File: src/rtl/gx4000_cart_sdram_bridge.sv
// Cartridge-load write bridge: debounces the cart write strobe, queues writes in a
// small FIFO and issues them one at a time to the SDRAM controller over req/ack.
module gx4000_cart_sdram_bridge #(
  parameter int          DEPTH   = 8,
  parameter logic [24:0] BASE    = 25'h0400000,
  parameter int          TIMEOUT = 255
) (
  input  logic        clk_sys,
  input  logic        reset,
  input  logic [24:0] cart_addr,
  input  logic [7:0]  cart_data,
  input  logic        cart_wr,
  input  logic        download,
  output logic        sdram_req,
  output logic [24:0] sdram_addr,
  output logic [7:0]  sdram_din,
  output logic        sdram_we,
  input  logic        sdram_ack,
  output logic        busy,
  output logic [15:0] byte_count,
  output logic        overflow,
  output logic        timeout_err
);

  localparam int          AW    = $clog2(DEPTH);
  localparam logic [AW:0] FULL  = (AW+1)'(DEPTH);
  localparam logic [15:0] TMO16 = 16'(TIMEOUT);

  typedef enum logic {IDLE, REQ} state_t;

  state_t        state;
  logic [24:0]   fifo_addr [DEPTH];
  logic [7:0]    fifo_data [DEPTH];
  logic [AW-1:0] wr_ptr;
  logic [AW-1:0] rd_ptr;
  logic [AW:0]   count;
  logic          cart_wr_p0;
  logic          download_p0;
  logic [15:0]   wait_cnt;

  logic wr_edge;
  logic dl_rise;
  logic push;
  logic ack_hit;
  logic tmo_hit;
  logic pop;

  // Occupancy is sampled at the start of the cycle, so a same-cycle pop never frees room.
  assign wr_edge  = cart_wr & ~cart_wr_p0;
  assign dl_rise  = download & ~download_p0;
  assign push     = wr_edge && (count < FULL);
  assign ack_hit  = (state == REQ) && sdram_ack;
  assign tmo_hit  = (state == REQ) && !sdram_ack && (wait_cnt == TMO16);
  assign pop      = ack_hit || tmo_hit;
  assign sdram_we = sdram_req;

  // Storage stage: FIFO payload carries no reset.
  always_ff @(posedge clk_sys) begin
    if (push) begin
      fifo_addr[wr_ptr] <= cart_addr;
      fifo_data[wr_ptr] <= cart_data;
    end
  end

  // Control stage: pointers, FSM, status flags.
  always_ff @(posedge clk_sys) begin
    if (reset) begin
      state       <= IDLE;
      wr_ptr      <= '0;
      rd_ptr      <= '0;
      count       <= '0;
      cart_wr_p0  <= 1'b0;
      download_p0 <= 1'b0;
      wait_cnt    <= '0;
      busy        <= 1'b0;
      byte_count  <= '0;
      overflow    <= 1'b0;
      timeout_err <= 1'b0;
      sdram_req   <= 1'b0;
      sdram_addr  <= BASE;
      sdram_din   <= '0;
    end else begin
      cart_wr_p0  <= cart_wr;
      download_p0 <= download;
      if (push) wr_ptr <= wr_ptr + 1'b1;
      if (pop)  rd_ptr <= rd_ptr + 1'b1;
      count <= count + (AW+1)'(push) - (AW+1)'(pop);
      busy  <= (count != '0) || (state == REQ);

      case (state)
        IDLE: begin
          if (count != '0) begin
            sdram_addr <= BASE + fifo_addr[rd_ptr];
            sdram_din  <= fifo_data[rd_ptr];
            sdram_req  <= 1'b1;
            wait_cnt   <= 16'd1;
            state      <= REQ;
          end
        end
        REQ: begin
          if (pop) begin
            sdram_req <= 1'b0;
            wait_cnt  <= '0;
            state     <= IDLE;
          end else begin
            wait_cnt <= wait_cnt + 16'd1;
          end
        end
        default: state <= IDLE;
      endcase

      // A download restart clears the status and outranks any same-cycle update.
      if (dl_rise) begin
        byte_count  <= '0;
        overflow    <= 1'b0;
        timeout_err <= 1'b0;
      end else begin
        if (ack_hit)           byte_count  <= byte_count + 16'd1;
        if (wr_edge && !push)  overflow    <= 1'b1;
        if (tmo_hit)           timeout_err <= 1'b1;
      end
    end
  end

endmodule

File: config.mk
export PLATFORM = sky130hd
export DESIGN_NAME = gx4000_cart_sdram_bridge
export DESIGN_NICKNAME = d
export VERILOG_FILES = /design/src/rtl/gx4000_cart_sdram_bridge.sv
export SDC_FILE = /design/constraint.sdc
export NUM_CORES = 1
export LEC_CHECK = 0
export BUFFER_PORTS_ARGS = -buffer_cell sky130_fd_sc_hd__buf_2
export CORE_UTILIZATION = 60
export CTS_CLUSTER_DIAMETER = 120
export DETAILED_ROUTE_END_ITERATION = 8
export GPL_ROUTABILITY_DRIVEN = 0
export PLACE_DENSITY = 0.89
export REMOVE_ABC_BUFFERS = 1
export SETUP_SLACK_MARGIN = 0.5
export SLEW_MARGIN = 20
export SYNTH_ARGS = -nofsm -noshare
export SYNTH_HDL_FRONTEND = slang
export SYNTH_SLANG_ARGS = --single-unit
File: constraint.sdc
create_clock -name clk_sys -period 6.3 [get_ports clk_sys]
set_input_delay 1.26 -clock clk_sys [delete_from_list [all_inputs] [get_ports clk_sys]]
set_output_delay 1.26 -clock clk_sys [all_outputs]
set_load 0.05 [all_outputs]
==> metrics.md <==
| Metric | Value |
|---|---|
| Status | complete, no violations |
| Starting density of the core | about three fifths |
| R2R depth | 11 |
| Post-route insts no fill | 1180 |
| Syn_area_per_cell | between 15 and 20 um2 |
| TritonCTS clock tree | done |
| Hold Path Stages | 2 |
| Final Hold Violating Endpoints | 0 |
| Commonest non-fill, non-tap cell in the layout | edfxtp_1 |
| Seq/Total Area, Yosys | just over 70% |
| RSZ-0062 raised after global routing | no |
| Die Wd | 150.7 um |
| Die Y | around 150 um |
| Port bufs | a little over 90 |
| 1st-iter DRT viols | 494 |
| FFs w/ async S/R, synth | 0% |
| Post-CTS sizing | 0 |
| Crit-path most repeated cell | inv_1 |
| Critical Path, Cell by Cell | or4_1 -> nor4_4 -> o21ai_1 -> inv_1 -> ha_1 -> inv_1 -> ha_1 -> inv_1 -> fa_1 -> xor2_1 -> nor2_1 |
| PD cells | approximately 400 nW/um2 |
| Peak VDD IR | 343.6 uV |
| Inst Count DP | 1113 |
| Hold path start | sdram_addr[24]$_SDFFE_PP0P_ |
| Placed Area | approximately 14000 um2 |
| Post-synthesis register bit count | 349 |
| CP Capture Type | flip-flop |
| Synthesis Warnings | 0 |
| Mapped Cells | around 770 |
| Num ports | 92 |
| Initial DRT Pass Iterations | 5 |
| Worst-Skew Late Latency | between 0.5 and 0.6 ns |
| Vias in the first global route | between 7000 and 8000 |
| CTS Buf Count | 34 |
| Clock skew | about 0.016 ns |
| Drt total wl | 26760 um |
| Worst Hold Slack | ~0.45 ns |
| Max Slew Vio Count | 0 |
| Leak | roughly 0.0051 uW |
| Cell family with most CP delay | simple AND/OR/NAND/NOR gates |
| R2r startpoint | wait_cnt[9]$_SDFFE_PP0P_ |
| Largest net degree at the start of global routing | 65 |
| Mux cell area share after synthesis | between 10% and 20% |
| DR DRC count | 0 |
| Antenna viol nets, final | 0 |
| CTS clk-pin slew, worst paths | around 0.06 ns |
| Post-CTS Setup Bufs | 0 |
| Synth Area in XOR/XNOR | 1.453% |
| Synthesized cell area | 13260 um2 |
| Hold WC Path Type | flip-flop to flip-flop |
| Ys flop type | edfxtp_1 |
| Root Driver | clkbuf_16 |
| Gr ovfl total | 0 |
| Endpoints failing setup | 0 |
| R2R setup slack | between 3 and 4 ns |
| Antenna violations before repair | 2 |
| Critical path peak fanout | 10 |
| Critical path type | flip-flop to flip-flop |
| WL/cell | 22.68 um |
| Layout cells sized above 1 | 26.25% |
| Setup TNS | 0 ns |
| CP bufs+invs | 3 |
| Critical Path Max Stage Delay | approximately 0.57 ns |
| DIE AREA | around 23000 um2 |
| Pin slew with the least headroom to its limit | 1.128 ns |
| Compound-cell area share of the yosys netlist | around 4% |
| First-pass GRT wire length | a little over 40000 um |
| Crit-path slowest cell | or4_1 |
| Max cap viols | 0 |
| Final Cycle Share | between 40% and 50% |
| Simple-gate share of the synthesized area | under 10% |
| Core region area | between 20000 and 25000 um2 |
| Crit start category | flip-flop |
| Post-synth EDFFs | around 260 |
| Synth cell types | 46 |
| Fmax | 340.0 MHz |
| DP Wirelength | 14840 um |
| GRT Overall Usage | 24.61% |
| Final worst path period need | between 2 and 3 ns |
| Longest Clk Path Bufs | 3 |
| RR Endpoint | count[2]$_SDFF_PP0_ |
| Max_slew headroom | roughly a quarter |
| Clk sinks | between 300 and 400 |
| Worst Hold Path EP | sdram_addr[24]$_SDFFE_PP0P_ |
| Via density per instance | a little over 6 |
| Nets | roughly 920 |
| Post-route cell area | 15360 um2 |
| Core Rows | 54 |
| Critical Path AT | roughly 3.3 ns |
| Area grow syn2layout | 15.79% |
| Largest family of logic cells by synthesized area | multiplexers |
| Via count | between 7000 and 8000 |
| Most frequent cells in the layout | edfxtp_1 (264), buf_2 (91), dfxtp_1 (82) |
| Worst endpoint required time | between 6 and 7 ns |
| Synth Area in Adders | about 1.1% |
| Hold_buf cts | 0 |
| H-tree depth | 2 |
## worst reg2reg max path, delay by kind of cell (launching register included)
family / cells / cell delay, ns
simple gates: 3 / 1.06
fa+ha+maj: 3 / 0.75
flops: 1 / 0.38
compound gates: 1 / 0.24
buf+inv: 3 / 0.22
xor+xnor: 1 / 0.14
## synth_stat cells (3+ instances only)
cell | number | area share [%]
buf_2 | 9 | 0.34
ha_1 | 10 | 0.94
mux2i_1 | 32 | 2.4
inv_1 | 16 | 0.45
a21oi_1 | 13 | 0.49
nand3_1 | 13 | 0.49
edfxtp_1 | 264 | 60
o21ai_1 | 3 | 0.11
nor3_1 | 7 | 0.26
o21ai_0 | 10 | 0.38
clkbuf_1 | 22 | 0.62
buf_1 | 4 | 0.11
nor2b_1 | 4 | 0.19
nor2_1 | 74 | 2.1
xor2_1 | 15 | 0.99
nand2b_1 | 5 | 0.24
dfxtp_1 | 85 | 13
mux4_2 | 66 | 11
nand2_1 | 32 | 0.91
a31oi_1 | 8 | 0.38
xnor2_1 | 7 | 0.46
a211oi_1 | 31 | 1.8
and3_1 | 6 | 0.28
nand4_1 | 7 | 0.33
## power breakdown
group	switching, uW	internal (uW)
Clock	855	1340
Sequential	145	2640
Combinational	799	424
## metrics by stage
step           utilization [%]  setup slack, ns  power (uW)
2_1_floorplan                -            1.957        3718
3_3_place_gp             64.50            2.724        3988
3_5_place_dp             64.50            2.578        4041
4_1_cts                  70.08            3.032        6239
5_1_grt                  70.58            3.113        6428
6_report                 70.59            3.359        6208
## worst max-delay path by stage
stage,slack (ns),start,to,cells after the start
5_1_grt,3.11,wait_cnt[9]$_SDFFE_PP0P_,count[3]$_SDFF_PP0_,11
3_5_place_dp,2.58,cart_wr,fifo_addr[0][21]$_DFFE_PP_,5
2_1_floorplan,1.96,cart_wr,fifo_addr[0][0]$_DFFE_PP_,3
3_3_place_gp,2.72,cart_wr,fifo_addr[0][21]$_DFFE_PP_,5
6_report,3.36,wait_cnt[9]$_SDFFE_PP0P_,count[2]$_SDFF_PP0_,11
4_1_cts,3.03,cart_wr,fifo_data[0][0]$_DFFE_PP_,5
## state kept, by name, indices dropped and copies added (netlist names), 3 cells and up, named ones only
| signal | count |
|---|---|
| sdram_din | 8 |
| count | 4 |
| wait_cnt | 16 |
| byte_count | 16 |
| fifo_addr | 200 |
| rd_ptr | 3 |
| sdram_addr | 25 |
| wr_ptr | 3 |
| fifo_data | 64 |
## layout make-up
cell class	instances	area (um2)
clock inverters	17	280.3
well taps	280	350.3
diodes	1	2.502
flip-flops and latches	349	9635
inverters	16	60.06
clock buffers	45	933.4
fillers	1279	6399
multi-input cells	370	3485
repair buffers	102	610.6
## cell families (layout without fill, tap and decap cells)
family                     count (synthesis)  count (layout)
buffers and inverters                     53             180
muxes                                    100             100
adders and majority gates                 11              11
xor gates and xnor gates                  22              22
DFF                                      349             349
AOI/OAI and AO/OA                         78              78
and+or+nand+nor                          159             159
other                                      0               1
## routing by layer
metal	vias to the layer above	global-route usage (%)	part of all wire [%]	wire, um
li1	3207	-	-	-
met1	3577	30.27	39	10320
met2	279	43.59	53	14070
met3	52	4.121	6.1	1636
met4	2	9.600	2.7	720
met5	-	0	0.030	8
Note: power is estimated with default switching activity, not from simulation.
